**src/rtl/register_pkg.sv**
```systemverilog
// rtl/register_pkg.sv - shared defaults, data word type and address-width helper for register_file
package register_pkg;

    localparam int DEFAULT_WIDTH = 16;
    localparam int DEFAULT_DEPTH = 8;

    typedef logic [DEFAULT_WIDTH-1:0] word_t;

    // A two-entry bank still needs one address bit, which $clog2(2) already gives.
    function automatic int addr_width(input int depth);
        return (depth <= 2) ? 1 : $clog2(depth);
    endfunction

endpackage

```
**src/rtl/reg_cell.sv**
```systemverilog
// rtl/reg_cell.sv - one storage word with async reset, sync clear and write enable
module reg_cell #(
    parameter int WIDTH = 16
) (
    input  logic             clk,
    input  logic             rst,
    input  logic             clr,
    input  logic             en,
    input  logic [WIDTH-1:0] d,
    output logic [WIDTH-1:0] q
);

    always_ff @(posedge clk or posedge rst) begin
        if (rst) begin
            q <= '0;
        end else if (clr) begin
            q <= '0;
        end else if (en) begin
            q <= d;
        end
    end

endmodule

```
**src/rtl/register_file.sv**
```systemverilog
// rtl/register_file.sv - WIDTH x DEPTH bank, one write and two registered read ports; REGFILE_BYPASS_EN selects write-first forwarding
module register_file
    import register_pkg::*;
#(
    parameter int WIDTH    = DEFAULT_WIDTH,
    parameter int DEPTH    = DEFAULT_DEPTH,
    parameter int ADDR_W   = addr_width(DEPTH),
    parameter int ZERO_REG = 0
) (
    input  logic              clk,
    input  logic              rst,
    input  logic              clr,
    input  logic              we,
    input  logic [ADDR_W-1:0] waddr,
    input  logic [WIDTH-1:0]  wdata,
    input  logic              re_a,
    input  logic [ADDR_W-1:0] raddr_a,
    output logic [WIDTH-1:0]  rdata_a,
    input  logic              re_b,
    input  logic [ADDR_W-1:0] raddr_b,
    output logic [WIDTH-1:0]  rdata_b
);

    logic [WIDTH-1:0] regs [DEPTH];
    logic [DEPTH-1:0] wen;
    logic [WIDTH-1:0] sel_a;
    logic [WIDTH-1:0] sel_b;

    // Out-of-range and hardwired-zero addresses never match an enable, so those writes vanish.
    for (genvar i = 0; i < DEPTH; i++) begin : g_cell
        assign wen[i] = we && (waddr == ADDR_W'(i)) && !((ZERO_REG != 0) && (i == 0));

        reg_cell #(.WIDTH(WIDTH)) u_cell (
            .clk (clk),
            .rst (rst),
            .clr (clr),
            .en  (wen[i]),
            .d   (wdata),
            .q   (regs[i])
        );
    end

`ifdef REGFILE_BYPASS_EN
    logic write_ok;
    assign write_ok = |wen;
`endif

    always_comb begin
        sel_a = '0;
        sel_b = '0;
        for (int k = 0; k < DEPTH; k++) begin
            if (!((ZERO_REG != 0) && (k == 0))) begin
                if (raddr_a == ADDR_W'(k)) sel_a = regs[k];
                if (raddr_b == ADDR_W'(k)) sel_b = regs[k];
            end
        end
`ifdef REGFILE_BYPASS_EN
        if (write_ok && (raddr_a == waddr)) sel_a = wdata;
        if (write_ok && (raddr_b == waddr)) sel_b = wdata;
`endif
    end

    always_ff @(posedge clk or posedge rst) begin
        if (rst) begin
            rdata_a <= '0;
            rdata_b <= '0;
        end else begin
            if (re_a) rdata_a <= clr ? '0 : sel_a;
            if (re_b) rdata_b <= clr ? '0 : sel_b;
        end
    end

endmodule

```
**config.mk**
```make
export PLATFORM = sky130hd
export DESIGN_NAME = register_file
export DESIGN_NICKNAME = d
export VERILOG_FILES = /design/src/rtl/register_pkg.sv /design/src/rtl/reg_cell.sv /design/src/rtl/register_file.sv
export SDC_FILE = /design/constraint.sdc
export NUM_CORES = 1
export LEC_CHECK = 0
export CELL_PAD_IN_SITES_DETAIL_PLACEMENT = 0
export CELL_PAD_IN_SITES_GLOBAL_PLACEMENT = 1
export CORE_MARGIN = 4
export CORE_UTILIZATION = 45
export DETAILED_ROUTE_END_ITERATION = 7
export PLACE_DENSITY_LB_ADDON = 0.05
export SLEW_MARGIN = 10
export SYNTH_ARGS = -nofsm -noshare
export SYNTH_HDL_FRONTEND = slang
export SYNTH_SLANG_ARGS = --single-unit
```
**constraint.sdc**
```tcl
create_clock -name clk -period 12.3 [get_ports clk]
set_input_delay 1.23 -clock clk [delete_from_list [all_inputs] [get_ports clk]]
set_output_delay 1.23 -clock clk [all_outputs]
set_load 0.02 [all_outputs]
```
==> impl_metrics.tcl, run 1 <==
set metrics [dict create \
    cp_common_cell "o21ai_0" \
    area_growth_pct 13.1 \
    die_h_um 149 \
    maxCapViolations 0 \
    drc 0 \
    syn_area_per_cell_um2 8.52 \
    tightest_slew_ns 1.29 \
    clkTransAtPathRegs_ns 0.07 \
    startpoint_type "input port" \
    whs_endpoint "rdata_a[12]$_DFFE_PP0P_" \
    pin_count 63 \
    cts.sinks 160 \
    synth_compound_area_share_pct 21.4 \
    dr_total_vias 7945 \
    start_util_pct 45.9 \
    cts_buffer_depth 2 \
    ys_top_cells_by_count "270 x nand2_1, 181 x a21oi_1, 160 x dfrtp_1, 55 x o21ai_0, 44 x mux2i_1" \
    grt_pass1_vias 7530 \
    rr_endpoint "rdata_a[11]$_DFFE_PP0P_" \
    status "finished, final reports clean" \
    htree_levels 4 \
    clkLatencyLatePin_ns 0.44 \
    finalSetupViolations 0 \
    cts_made_buffers 17 \
    first_iter_violations 819 \
    fin_crit_ns 3.18 \
    place.detailed.hpwl_um 18500 \
    fp.dieW_um 149 \
    final_area_um2 10100 \
    cts_resized 0 \
    syn_inst 1048 \
    placementRows 51 \
    yosysWarnings 0 \
    synth_top_family_by_area "compound AO/OA/AOI/OAI gates" \
    grt_max_degree 88 \
    wire_per_inst_um 24.0 \
    arrival_ns 3.49 \
    max-slew-margin-rel_pct 13.5 \
    layout.nets 1073 \
    synth.most_common_cell "nand2_1" \
    period_share_pct 25.8 \
    drt_wl_total_um 31700 \
    grt_pass1_wl_um 47900 \
    rsz0062_at_grt "false" \
    slowest_stage "nor2b_1" \
    synth_top_area_cell "dfrtp_1" \
    min_path_type "register to register" \
    synth_flop_cell "dfrtp_1" \
    core_area_um2 19500 \
    max_freq_ghz 0.315 \
    synthMuxAreaShare_pct 9.22 \
    synth_top_area_share_pct 44.8 \
    cts_hold_buf 0 \
    powerDensity_nw_per_um2 131 \
    synth.yosys.seq_area_share_pct 44.8 \
    drtPass1Iterations 5 \
    grt_overflow 0 \
    holdPathStages 1 \
    synth_xor_area_share_pct 0 \
    ys_types 48 \
    synth.top_cells.by_area "dfrtp_1 45%, nand2_1 11%, a21oi_1 10%, mux2i_1 4.9%, mux2_2 4.3%" \
    synthesis.area_um2 8930 \
    ff2ff_setup_slack_ns 10.87 \
    worst_setup_path_end_kind "register" \
    cp_cell_sequence "buf_2 > buf_4 > nor2b_1 > a31oi_1 > o21ai_0 > o21ai_0" \
    cpPeakStageDelay_ns 1.09 \
    crit_type "input port to register" \
    min_from "rdata_a[12]$_DFFE_PP0P_" \
    cts_root_buffer "clkbuf_16" \
    max-vdd-ir-drop_uv 90.8 \
    yosys.area_share.adder_pct 0 \
    leakagePower_nw 4.11 \
    syn_nets 1079 \
    drt-vias-per-instance 6.02 \
    antenna_found_initial 0 \
    die_area_um2 22200 \
    r2r.worst_path.cells 4 \
    slew_viol_final 0 \
    portBuffers 62 \
    reg2reg_from "g_cell[6].u_cell.q[11]$_DFFE_PP0P_" \
    gr-usage-all-layers_pct 28.9 \
    synth-seq-cells 160 \
    critPathMaxFanout 69 \
    cp.required_ns 12.62 \
    place_area_um2 9450 \
    cts_tree "built" \
    ant_nets 0 \
    finalSetupTns_ns 0 \
    hold_viol_final 0 \
    antenna_cells 0 \
    yosys.area_share.simple_pct 18.3 \
    post_cts_buffers 0 \
    clock_skew_ns 0.00725 \
    place_congestion 0.813 \
    drive_above_1_share_pct 8.82 \
    synth_edf_count 0 \
    async_flop_share_pct 100 \
]
-- cells by family after synthesis --
kind of cell / after synthesis
flops: 160
buf+inv: 116
mux: 78
simple gates: 363
compound gates: 331
-- worst max path at each step --
stage / startpoint / end / slack [ns]
after global placement: raddr_a[1] / rdata_a[2]$_DFFE_PP0P_ / 8.76
after global routing: raddr_b[1] / rdata_b[2]$_DFFE_PP0P_ / 9.04
after CTS: raddr_a[1] / rdata_a[2]$_DFFE_PP0P_ / 9.20
final: raddr_b[1] / rdata_b[0]$_DFFE_PP0P_ / 9.12
after detailed placement: waddr[0] / g_cell[7].u_cell.q[8]$_DFFE_PP0P_ / 8.75
after floorplan: rst / g_cell[0].u_cell.q[0]$_DFFE_PP0P_ / 6.75
-- flip-flops by register name (all words and copies together), names as in the netlist --
| name | count |
|---|---|
| g_cell.u_cell.q | 128 |
| rdata_a | 16 |
| rdata_b | 16 |
-- area by class of cell --
cell class	instances	area, um^2
fillers	1850	9360
multi-input cells	772	4370
flip-flops and latches	160	4000
repair buffers	71	661
clock buffers	21	470
well taps	265	332
clock inverters	11	184
inverters	20	80.1
-- placed cells by master (no fill, tap or decap), types with 3 or more instances in the layout --
master           count
nand2b_1            20
mux2_2              34
clkbuf_8             3
a22o_1              14
o21ai_0             55
a31oi_1             11
a21oi_1            181
o2111ai_1            4
nand3_1              6
nor2_1              20
or3b_1              10
a221o_1              4
inv_1               17
dfrtp_1            160
clkbuf_16           17
buf_2                5
o221ai_1             9
buf_4               10
nor4b_1             12
o21ai_1              5
nor2b_1              7
o22ai_1             20
bufinv_16            5
nor2_2               3
a22oi_1              4
o311ai_0             3
nor2_4               3
mux2i_1             44
a2bb2oi_1           11
clkinv_2             5
clkdlybuf4s50_1     56
nand2_1            270
-- worst max-delay path, delay by kind of cell --
family | cells | cell delay, ns
AND/OR/NAND/NOR | 1 | 1.09
buffers and inverters | 2 | 0.70
AO/OA/AOI/OAI | 3 | 0.42
-- through the flow --
| stage | setup WS [ns] | power (mW) | cells | hold slack [ns] | util (%) |
|---|---|---|---|---|---|
| after floorplan | 6.75 | 0.667 | 1048 | 0.507 | - |
| after global placement | 8.76 | 0.730 | 1288 | 0.490 | 48.6 |
| after detailed placement | 8.75 | 0.730 | 1288 | 0.495 | 48.6 |
| after CTS | 9.20 | 1.32 | 1320 | 0.515 | 51.9 |
| after global routing | 9.04 | 1.36 | 1320 | 0.523 | 51.9 |
| final | 9.12 | 1.32 | 1320 | 0.509 | 51.9 |
-- power breakdown --
group | switching (mW) | leakage, nW | internal (mW)
combinational | 0.113 | 1.58 | 0.0555
sequential | 0.0131 | 2.21 | 0.541
clock | 0.224 | 0.327 | 0.375
total | 0.350 | 4.11 | 0.972
-- layer usage --
layer	part of all wire [%]	global-route usage [%]	routed length (um)
met5	0	0	0
met4	2.1	7.73	674
met3	6.7	4.65	2140
met2	45	44.4	14300
met1	46	42.8	14600
No activity file was read; power rests on OpenSTA's default activity.
==> run 2, diff against run 1 <==
clock period = 3.06 ns   (was 12.3 ns; I/O delays follow)
==> impl_metrics.tcl, run 2 (synthesized netlist as in run 1, its figures left out) <==
set metrics [dict create \
    cts.sinks 160 \
    antenna_cells 0 \
    dr_total_vias 8025 \
    p_int_mw 3.76 \
    leakagePower_nw 4.23 \
    combPwrFrac_pct 13.7 \
    cp_cell_sequence "clkdlybuf4s50_1 > nand2_1 > nor2_2 > nand2_1 > a21oi_1" \
    place.detailed.hpwl_um 20400 \
    htree_levels 4 \
    slowest_stage "clkdlybuf4s50_1" \
    start_util_pct 45.9 \
    drive_above_1_share_pct 11.3 \
    pwr-share-clk_pct 43.3 \
    finalSetupViolations 0 \
    grt_pass1_wl_um 49200 \
    drt_wl_total_um 32000 \
    die_h_um 149 \
    tightest_slew_ns 0.876 \
    drt-vias-per-instance 5.95 \
    max-vdd-ir-drop_uv 339 \
    cp.required_ns 3.40 \
    arrival_ns 2.27 \
    post_cts_buffers 0 \
    swShare_pct 27.3 \
    grt_pass1_vias 7913 \
    first_iter_violations 706 \
    slew_viol_final 0 \
    layout.nets 1103 \
    crit_type "input port to register" \
    grt_overflow 0 \
    placementRows 51 \
    place_area_um2 9740 \
    finalSetupTns_ns 0 \
    cpPeakStageDelay_ns 0.74 \
    power.total_mw 5.18 \
    area_growth_pct 15.8 \
    period_share_pct 62.9 \
    wire_per_inst_um 23.7 \
    power.switching_mw 1.41 \
    cts_tree "built" \
    antenna_found_initial 0 \
    status "finished, final reports clean" \
    fin_crit_ns 1.92 \
    reg.largest.list "g_cell.u_cell.q x128, rdata_a x16, rdata_b x16" \
    drc 0 \
    fp.dieW_um 149 \
    die_area_um2 22200 \
    reg2reg_from "g_cell[4].u_cell.q[13]$_DFFE_PP0P_" \
    worst_hold_slack_ns 0.343 \
    r2r.worst_path.cells 4 \
    cts_hold_buf 0 \
    rr_endpoint "rdata_a[13]$_DFFE_PP0P_" \
    maxCapViolations 0 \
    startpoint_type "input port" \
    critPathMaxFanout 16 \
    place_congestion 0.861 \
    core_area_um2 19500 \
    powerDensity_nw_per_um2 501 \
    clkLatencyLatePin_ns 0.44 \
    largest_register_ff_count 128 \
    drtPass1Iterations 5 \
    min_path_type "input port to asynchronous set/reset pin" \
    cts_buffer_depth 2 \
    cts_resized 0 \
    multi_input_area_um2 4370 \
    p_seq_share_pct 43.0 \
    ant_nets 0 \
    final_area_um2 10300 \
    clkTransAtPathRegs_ns 0.07 \
    clock_skew_ns 0.0122 \
    max_freq_ghz 0.520 \
    cts_made_buffers 17 \
    largest-register "g_cell.u_cell.q" \
    rsz0062_at_grt "false" \
    cts_root_buffer "clkbuf_16" \
    max-slew-margin-rel_pct 41.4 \
    hold_viol_final 0 \
    worst_setup_path_end_kind "register" \
    pin_count 63 \
    ff2ff_setup_slack_ns 1.56 \
    final_common_cell "nand2_1" \
    seqCellArea_um2 4000 \
    gr-usage-all-layers_pct 29.5 \
    n_fill_cell 1852 \
    grt_max_degree 135 \
    final_cell_mix "270 x nand2_1, 181 x a21oi_1, 160 x dfrtp_1, 56 x clkdlybuf4s50_1, 55 x o21ai_0" \
    cp_common_cell "nand2_1" \
    portBuffers 62 \
]
run 2: cell count changes in the layout (fill, tap and decap cells not counted), sizes merged:
cell and delta:
buf +30, clkinv -3, clkinvlp +5, inv -1, bufinv -2
run 2: worst max path at each step:
stage	start	to	slack (ns)
global route	waddr[2]	g_cell[7].u_cell.q[1]$_DFFE_PP0P_	1.05
finish	waddr[0]	g_cell[7].u_cell.q[0]$_DFFE_PP0P_	1.14
detailed placement	waddr[0]	g_cell[7].u_cell.q[5]$_DFFE_PP0P_	0.74
global placement	waddr[0]	g_cell[7].u_cell.q[10]$_DFFE_PP0P_	0.77
CTS	waddr[0]	g_cell[7].u_cell.q[0]$_DFFE_PP0P_	1.14
floorplan	rst	g_cell[0].u_cell.q[0]$_DFFE_PP0P_	0.73
run 2: critical path, delay by kind of cell:
family	cells	cell delay (ns)
AO/OA/AOI/OAI	1	0.17
buffers and inverters	1	0.74
AND/OR/NAND/NOR	3	1.04
run 2: final cells by class:
class / count / area share, %
clock buffers: 21 / 4.55
multi-input cells: 772 / 42.3
repair buffers: 101 / 9.17
flip-flops and latches: 160 / 38.7
inverters: 20 / 0.762
well taps: 265 / 3.21
clock inverters: 10 / 1.31
run 2: power by group through the flow:
stage | Sequential (mW) | Clock [mW] | Combinational [mW]
floorplan | 2.28 | 0 | 0.399
global placement | 2.26 | 0 | 0.703
detailed placement | 2.27 | 0 | 0.703
CTS | 2.23 | 2.26 | 0.705
global route | 2.23 | 2.36 | 0.762
finish | 2.23 | 2.24 | 0.709
run 2: layer usage:
metal / up-vias / part of all wire, % / GRT usage (%)
met5: - / 0 / 0
met4: 0 / 2.1 / 8.74
met3: 46 / 7.1 / 5.80
met2: 314 / 45 / 45.0
met1: 3956 / 45 / 42.8
li1: 3709 / - / -
run 2: per-stage QoR:
stage,worst slack [ns],util [%],std cells
3_5_place_dp,0.742,50.0,1318
5_1_grt,1.05,53.1,1349
6_report,1.14,53.1,1349
2_1_floorplan,0.725,-,1048
4_1_cts,1.14,53.1,1349
3_3_place_gp,0.770,50.0,1318
==> run 3, diff against run 2 <==
CORE_UTILIZATION = 41   (was 45)
clock period = 1.7 ns   (was 3.06 ns; I/O delays follow)
==> impl_metrics.tcl, run 3 (synthesized netlist as in run 1, its figures left out) <==
set metrics [dict create \
    finalCoreUtilization_pct 51.6 \
    rsz0062_at_grt "false" \
    antenna_cells 0 \
    placedCellCount 1374 \
    fp.dieW_um 156 \
    pin_count 63 \
    powerDensity_nw_per_um2 848 \
    first_iter_violations 668 \
    grt_pass1_wl_um 51500 \
    critPathMaxFanout 2 \
    layout.nets 1150 \
    maxCapViolations 0 \
    cpPeakStageDelay_ns 0.63 \
    clkLatencyLatePin_ns 0.44 \
    post_cts_buffers 0 \
    max-vdd-ir-drop_uv 660 \
    cts_root_buffer "clkbuf_16" \
    clock_skew_ns 0.00994 \
    reg.largest.list "g_cell.u_cell.q x128, rdata_a x16, rdata_b x16" \
    pre_cts_slack_ns -0.123 \
    wire_per_inst_um 23.8 \
    arrival_ns 1.50 \
    drtPass1Iterations 7 \
    max-slew-margin-rel_pct 31.1 \
    hold_viol_final 0 \
    slowest_stage "clkdlybuf4s50_1" \
    startpoint_type "register" \
    final_common_cell "nand2_1" \
    cts_tree "built" \
    grt_overflow 0 \
    area_growth_pct 22.6 \
    drive_above_1_share_pct 14.9 \
    htree_levels 4 \
    placementRows 53 \
    largest-register "g_cell.u_cell.q" \
    fin_ws_ns 0.0330 \
    largest_register_ff_count 128 \
    multi_input_area_um2 4370 \
    fin_crit_ns 1.67 \
    min_path_type "input port to register" \
    gr-usage-all-layers_pct 28.3 \
    n_fill_cell 2057 \
    status "finished, final reports clean" \
    finalSetupViolations 0 \
    grt_max_degree 70 \
    cts.sinks 160 \
    worst_setup_path_end_kind "primary output" \
    crit_type "register to primary output" \
    max_freq_ghz 0.600 \
    die_h_um 156 \
    cts_made_buffers 17 \
    dr_total_vias 8248 \
    seqCellArea_um2 4000 \
    clkTransAtPathRegs_ns 0.07 \
    power.total_mw 9.28 \
    core_area_um2 21200 \
    place.detailed.hpwl_um 22600 \
    final_area_um2 10900 \
    tightest_slew_ns 1.03 \
    ant_nets 0 \
    cp.required_ns 1.53 \
    portBuffers 62 \
    die_area_um2 24200 \
    slew_viol_final 0 \
    critPathBufInv 1 \
    place_congestion 0.872 \
    drt_wl_total_um 33600 \
    final_cell_mix "270 x nand2_1, 181 x a21oi_1, 160 x dfrtp_1, 60 x buf_4, 55 x o21ai_0" \
    start_util_pct 42.1 \
    antenna_found_initial 0 \
    drc 0 \
    grt_pass1_vias 8099 \
    place_area_um2 10400 \
    path_delay_family "buffers and inverters" \
    cp_cell_sequence "clkdlybuf4s50_1" \
    leakagePower_nw 4.57 \
    cts_buffer_depth 2 \
    final_cells 1407 \
    period_share_pct 98.1 \
    drt-vias-per-instance 5.86 \
]
[run 3: cell types whose count changed in the layout (fill, tap and decap cells not counted), moves of 3 or more]
cell	before	now
buf_4	35	60
buf_12	5	26
clkinv_4	0	4
inv_6	0	3
[run 3: stage by stage]
stage	TNS, ns	hold WS, ns
after detailed placement	-0.427	0.436
after floorplan	-79.81	0.419
after global routing	0	0.260
after global placement	-0.219	0.439
after CTS	0	0.246
final	0	0.261
[run 3: cell type report]
type / count / area share, %
Multi-Input combinational cell: 772 / 40.0
Timing Repair Buffer: 148 / 14.4
Clock inverter: 13 / 1.19
Clock buffer: 19 / 4.05
Tap cell: 275 / 3.14
Inverter: 20 / 0.720
Sequential cell: 160 / 36.6
[run 3: final timing paths]
| path | startpoint | to | slack (ns) | cells after the start |
|---|---|---|---|---|
| setup / recovery | rdata_a[6]$_DFFE_PP0P_ | rdata_a[6] | 0.03 | 1 |
| hold / removal | raddr_b[0] | rdata_b[7]$_DFFE_PP0P_ | 0.26 | 3 |
| setup reg to reg | g_cell[3].u_cell.q[12]$_DFFE_PP0P_ | rdata_b[12]$_DFFE_PP0P_ | 0.28 | 4 |
| hold reg to reg | rdata_a[15]$_DFFE_PP0P_ | rdata_a[15]$_DFFE_PP0P_ | 0.49 | 1 |
| max in group asynchronous | rst | g_cell[4].u_cell.q[2]$_DFFE_PP0P_ | 0.54 | 4 |
| min in group asynchronous | rst | rdata_a[15]$_DFFE_PP0P_ | 0.53 | 3 |
[run 3: where the power goes]
| group | switching (mW) | internal [mW] |
|---|---|---|
| sequential | 0.104 | 3.92 |
| clock | 1.77 | 2.09 |
| combinational | 0.847 | 0.554 |
| total | 2.72 | 6.56 |
[run 3: worst register-to-register path, stage by stage, from the launching register on]
cell and delay (ns):
dfrtp_1 0.41, mux2_2 0.27, a221o_1 0.30, o2111ai_1 0.13, o311ai_0 0.17
[run 3: timing repair]
| action | 4_1_cts | 5_1_grt |
|---|---|---|
| endpoints found under the setup margin | 0 | 2 |
| hold endpoints to repair | 1 | 0 |
| gates resized for setup | 0 | 2 |
| hold buffers | 1 | 0 |
[run 3: layer usage]
metal,global-route usage (%),vias to the layer above,routed length [um]
li1,-,3803,-
met1,43.5,4082,16300
met2,42.1,308,14700
met3,3.83,55,1940
met4,7.25,0,651
met5,0,-,0
